<file path="config.mk">
export PLATFORM = sky130hd
export DESIGN_NAME = ctrl_seq_decoder
export DESIGN_NICKNAME = d
export VERILOG_FILES = /design/src/rtl/ctrl_seq_decoder.sv
export SDC_FILE = /design/constraint.sdc
export NUM_CORES = 1
export LEC_CHECK = 0
export BUFFER_PORTS_ARGS = -buffer_cell sky130_fd_sc_hd__buf_4
export CAP_MARGIN = 5
export CORE_MARGIN = 1.5
export CORE_UTILIZATION = 50
export DETAILED_ROUTE_END_ITERATION = 6
export GPL_ROUTABILITY_DRIVEN = 0
export PLACE_DENSITY = 0.87
export SYNTH_ARGS = -nofsm -noshare
export SYNTH_HDL_FRONTEND = slang
export SYNTH_SLANG_ARGS = --single-unit
export TNS_END_PERCENT = 100
</file>
<file path="constraint.sdc">
create_clock -name clk -period 4 [get_ports clk]
set_input_delay 1.2 -clock clk [delete_from_list [all_inputs] [get_ports clk]]
set_output_delay 1.2 -clock clk [all_outputs]
set_load 0.03 [all_outputs]
</file>
<file path="src/rtl/ctrl_seq_decoder.sv">
// rtl/ctrl_seq_decoder.sv - opcode-to-control-word sequencer with repeat count and optional saturation loop
//
// Accepts opcodes on a valid/ready input and emits a one-hot-plus-marker control
// word for R+1 beats on a valid/ready output. R is the repeat count in the upper
// opcode bits.
//
// Optional feature macro: CTRL_SAT_LOOP_EN
//   When defined, select 5'h1F with R==0 enters LOOP. Beats then repeat until a
//   beat sees sat=1 or the iteration cap is reached.
//   When undefined, sat is unused and 5'h1F decodes as a normal instruction.
//
// Ports:
//   clk, rst_n              clock, asynchronous active-low reset
//   in_valid/in_ready/in_op opcode input; in_op[4:0] select, in_op[OPW-1:5] repeat count
//   out_valid/out_ready     control word output handshake
//   out_cw                  decoded control word
//   out_last                final beat of the current instruction
//   out_beat                zero-based beat index within the instruction
//   busy                    sequencer not idle
//   sat                     datapath saturation flag (loop mode only)

module ctrl_seq_decoder #(
    parameter int OPW      = 7,
    parameter int CW       = 26,
    parameter int MAX_ITER = 15
) (
    input  logic           clk,
    input  logic           rst_n,
    input  logic           in_valid,
    output logic           in_ready,
    input  logic [OPW-1:0] in_op,
    output logic           out_valid,
    input  logic           out_ready,
    output logic [CW-1:0]  out_cw,
    output logic           out_last,
    output logic [7:0]     out_beat,
    output logic           busy,
    input  logic           sat
);

    localparam int RW = OPW - 5;

    typedef enum logic [1:0] {
        IDLE  = 2'd0,
        ISSUE = 2'd1
`ifdef CTRL_SAT_LOOP_EN
        ,
        LOOP  = 2'd2
`endif
    } state_t;

    state_t         state_q;
    state_t         state_d;

    // Held low through reset and set by the first clock afterwards, so in_ready
    // stays low while reset is asserted even though the state is IDLE.
    logic           ready_en_q;

    logic [4:0]     sel_q;
    logic [RW-1:0]  rep_q;
    logic [7:0]     beat_q;

    logic           accept;
    logic           out_hs;
    logic           final_hs;
    logic           loop_op;

    assign accept   = in_valid & in_ready;
    assign out_hs   = out_valid & out_ready;
    assign final_hs = out_hs & out_last;

`ifdef CTRL_SAT_LOOP_EN
    localparam logic [7:0] LAST_ITER = 8'(MAX_ITER - 1);

    assign loop_op = (in_op[4:0] == 5'h1F) && (in_op[OPW-1:5] == '0);
`else
    logic unused_sat;

    assign loop_op    = 1'b0;
    assign unused_sat = sat;
`endif

    // Control word: marker bit at the top, plus one bit picked by select
    // folded into the remaining CW-1 positions.
    function automatic logic [CW-1:0] decode_cw(input logic [4:0] sel);
        logic [CW-1:0] w;
        int            idx;
        idx = int'(sel) % (CW - 1);
        w   = '0;
        for (int i = 0; i < CW - 1; i++) begin
            w[i] = (i == idx);
        end
        w[CW-1] = 1'b1;
        return w;
    endfunction

    // State register
    always_ff @(posedge clk or negedge rst_n) begin
        if (!rst_n) begin
            state_q <= IDLE;
        end else begin
            state_q <= state_d;
        end
    end

    // Next-state logic
    always_comb begin
        state_d = state_q;
        case (state_q)
            IDLE: begin
                if (accept) begin
`ifdef CTRL_SAT_LOOP_EN
                    state_d = loop_op ? LOOP : ISSUE;
`else
                    state_d = ISSUE;
`endif
                end
            end
            ISSUE: begin
                // A final-beat handshake may chain straight into the next opcode.
                if (final_hs) begin
                    if (accept) begin
`ifdef CTRL_SAT_LOOP_EN
                        state_d = loop_op ? LOOP : ISSUE;
`else
                        state_d = ISSUE;
`endif
                    end else begin
                        state_d = IDLE;
                    end
                end
            end
`ifdef CTRL_SAT_LOOP_EN
            LOOP: begin
                if (final_hs) begin
                    state_d = IDLE;
                end
            end
`endif
            default: state_d = IDLE;
        endcase
    end

    // Output logic
    always_comb begin
        out_valid = 1'b0;
        busy      = 1'b0;
        out_last  = 1'b0;
        in_ready  = 1'b0;
        case (state_q)
            IDLE: begin
                in_ready = ready_en_q;
            end
            ISSUE: begin
                out_valid = 1'b1;
                busy      = 1'b1;
                out_last  = (beat_q == {{(8-RW){1'b0}}, rep_q});
                in_ready  = ready_en_q & out_ready & out_last;
            end
`ifdef CTRL_SAT_LOOP_EN
            LOOP: begin
                out_valid = 1'b1;
                busy      = 1'b1;
                out_last  = sat | (beat_q == LAST_ITER);
            end
`endif
            default: begin
                out_valid = 1'b0;
            end
        endcase
    end

    assign out_cw   = out_valid ? decode_cw(sel_q) : '0;
    assign out_beat = beat_q;

    // Opcode and beat-counter datapath
    always_ff @(posedge clk or negedge rst_n) begin
        if (!rst_n) begin
            ready_en_q <= 1'b0;
            sel_q      <= '0;
            rep_q      <= '0;
            beat_q     <= '0;
        end else begin
            ready_en_q <= 1'b1;
            if (accept) begin
                sel_q  <= in_op[4:0];
                rep_q  <= in_op[OPW-1:5];
                beat_q <= '0;
            end else if (final_hs) begin
                beat_q <= '0;
            end else if (out_hs) begin
                beat_q <= beat_q + 8'd1;
            end
        end
    end

endmodule

</file>
==> metrics <==
WS Path Type flip-flop to output pin; Layout Skew ~1.8 ps; sequential area share after synthesis slightly below 30%; n_diodes 0; Die W approximately 57 um; Seq. cell area ~430 um^2; Synth Flop Type dfrtp_1; via density per instance 5.825; Flop pwr share between 20% and 30%; fillers around 230; Synth warnings 0; Sw Share 54.00%; hold path startpoint rep_q[0]; most common cell after layout, fill and taps aside buf_4; unrepaired setup endpoints after global routing no; post-DP HPWL 2689 um; final setup fails 0; Synth Area in Adders under 10%; vias in the first global route 1257; clk slew on worst S/H paths around 110 ps; Slew Limit Headroom around 65%; initial antenna violation count 0; Synth Instances 170; Static Leak between 0.8 and 0.9 nW; final hold vios 0; synth-to-layout area growth 32.64%; setup ws final 176.0 ps; main combinational cell family by area after synthesis simple AND/OR/NAND/NOR gates; fmax approximately 0.26 GHz; post-layout min period between 3000 and 4000 ps; Synth Area in Simple Gates a little over a third; CTS Buffer Depth 2; area of the multi-input gates about 970 um^2; final wirelength roughly 3600 um; area fraction in compound gates after synthesis a little over a fifth; Critical Path Source Type flip-flop; reg-to-reg setup timing slack 2230 ps; total gr overflow 0; die height about 57 um; Cell Area, Synth 0.001438 mm^2; CTS tree built; post-synthesis mux area share less than 1%; DR WL met2 roughly 1700 um; Tightest Pin Transition about 510 ps; setup TNS 0 ps; fin crit share a little over nine tenths; Synth Area in XOR/XNOR 4.265%; worst reg2reg startpoint out_beat[2]; Mapped Nets 186; io pins 50; Detail Route Antenna Nets 0; switching power total ~0.83 mW; combinational share of power a little under three quarters; Seq cells post-synth 17; share of cells above drive strength 1 between 30% and 40%; max-slew violations 0; Syn Area/Cell 8.457 um^2; CP max FO 5; DR vias 1468; CTS root buf clkbuf_4; die area around 0.0032 mm^2; peak supply drop ~0.00056 V; worst hold endpoint rep_q[0]; Initial DRC Count 99; Layout Utilization a little over two thirds; run status complete, no violations; Post-route DRC 0; Hold WS roughly 580 ps; CTS buffer count 3; Post-synth EDFFs 0; worst reg2reg path depth 4; Crit path arrival time 2620 ps; hold path cells 2; Max Cap Violations 0; Top Layer Used met4; total power approximately 1.5 mW; row count 19; H-tree levels 1; Worst setup EP type output pin; first-pass GRT wire length around 5800 um; Post-Place Setup Slack between 300 and 400 ps; most frequent cells in the layout buf_4 (56), nor2_1 (30), nand2_1 (24); Routed wire per std cell roughly 14 um; Sink Count 17; core area around 0.0027 mm^2; largest net degree at the start of global routing 18; Data required, critical path around 2800 ps; DRT Pass-1 Iters 4; gr usage total 22.82%; met3 routed WL around 310 um; PortBufs between 40 and 50; clock network power share 6.6%; reg2reg end out_beat[2]; WL met1 around 1600 um; asr flop ratio synth 100.0%; nets 238; Clock Latency Late Sink 310 ps; pwr/cell area 804.6 mW/mm^2; Netlist cell types 50; Hold Path Class flip-flop to flip-flop; Initial Util 52.59%; Internal between 0.7 and 0.8 mW
==> critical path: stages, from the launching register on <==
cell	delay, ps
dfrtp_1	410
inv_2	110
ha_2	240
nand2b_4	80
and2_1	160
ha_1	210
nor2b_1	180
a2111oi_4	290
buf_4	190
nand3_1	140
nor2_1	140
buf_4	170
==> area by class of cell <==
type / instances / share of cell area, %
well taps: 31 / 2.034
flip-flops and latches: 17 / 22.38
multi-input cells: 139 / 50.98
repair buffers: 56 / 22.05
clock buffers: 3 / 1.181
clock inverters: 1 / 0.3937
inverters: 5 / 0.9843
==> logic make-up (layout without fill, tap and decap cells) <==
group           count (synthesis)  after routing
compound gates                 33             33
mux                             1              1
other cells                     1              1
buf+inv                        14             65
flops                          17             17
fa+ha+maj                       4              4
xor+xnor                        7              7
simple gates                   93             93
==> power groups by stage <==
stage | registers [mW] | logic [mW] | clock network (mW)
after detailed placement | 0.334 | 1.01 | 0
after global placement | 0.330 | 0.992 | 0
after floorplan | 0.342 | 0.736 | 0
final | 0.334 | 1.10 | 0.101
after global routing | 0.343 | 1.18 | 0.111
after CTS | 0.330 | 1.02 | 0.102
==> through the flow <==
| stage | cell area (um^2) | cells |
|---|---|---|
| 2_1_floorplan | 1438 | 170 |
| 3_3_place_gp | 1807 | 244 |
| 3_5_place_dp | 1807 | 244 |
| 4_1_cts | 1837 | 248 |
| 5_1_grt | 1907 | 252 |
| 6_report | 1907 | 252 |
==> per-layer routing <==
layer / track usage, % / vias up
li1: - / 711
met4: 5.102 / 0
met2: 35.05 / 63
met3: 5.991 / 4
met1: 32.17 / 690
met5: 0 / -
==> state kept, by name, summed over array words and instances (netlist names) <==
register	flops
out_beat	8
sel_q	5
rep_q	2
ready_en_q	1
state_q	1
==> timing repair <==
| action | 4_1_cts | 5_1_grt |
|---|---|---|
| pin swaps | 0 | 2 |
| resized for setup | 1 | 9 |
| endpoints found under the setup margin | 10 | 24 |
| cloned | 0 | 0 |
| hold buffers | 0 | 0 |
| buffers inserted | 0 | 4 |
==> synth_stat cells, types with 2 or more instances <==
cell | number | share of area [%]
nand4_1 | 3 | 1.3
nor3_1 | 3 | 1.0
xor2_1 | 4 | 2.4
buf_2 | 3 | 1.0
a31oi_4 | 4 | 5.9
o21ai_1 | 2 | 0.70
and2_1 | 3 | 1.3
buf_4 | 4 | 2.1
nor2b_1 | 3 | 1.3
dfrtp_1 | 17 | 30
inv_1 | 5 | 1.3
xnor2_1 | 3 | 1.8
o22ai_1 | 7 | 3.0
nand3_1 | 8 | 2.8
nor2_1 | 30 | 7.8
nand2_1 | 24 | 6.3
a31oi_1 | 3 | 1.3
ha_1 | 4 | 3.5
and4_1 | 2 | 1.2
nor4_1 | 3 | 1.3
a21oi_1 | 6 | 2.1
==> how the worst max path moves through the flow <==
stage | from | endpoint | slack [ps] | cells after the start
2_1_floorplan | sel_q[0] | out_cw[24] | -10 | 11
3_3_place_gp | sel_q[0] | out_cw[3] | 350 | 11
3_5_place_dp | sel_q[0] | out_cw[2] | 320 | 11
4_1_cts | sel_q[1] | out_cw[24] | -20 | 11
5_1_grt | sel_q[1] | out_cw[18] | 10 | 11
6_report | sel_q[0] | out_cw[18] | 180 | 11
(Power assumes the default switching activity.)
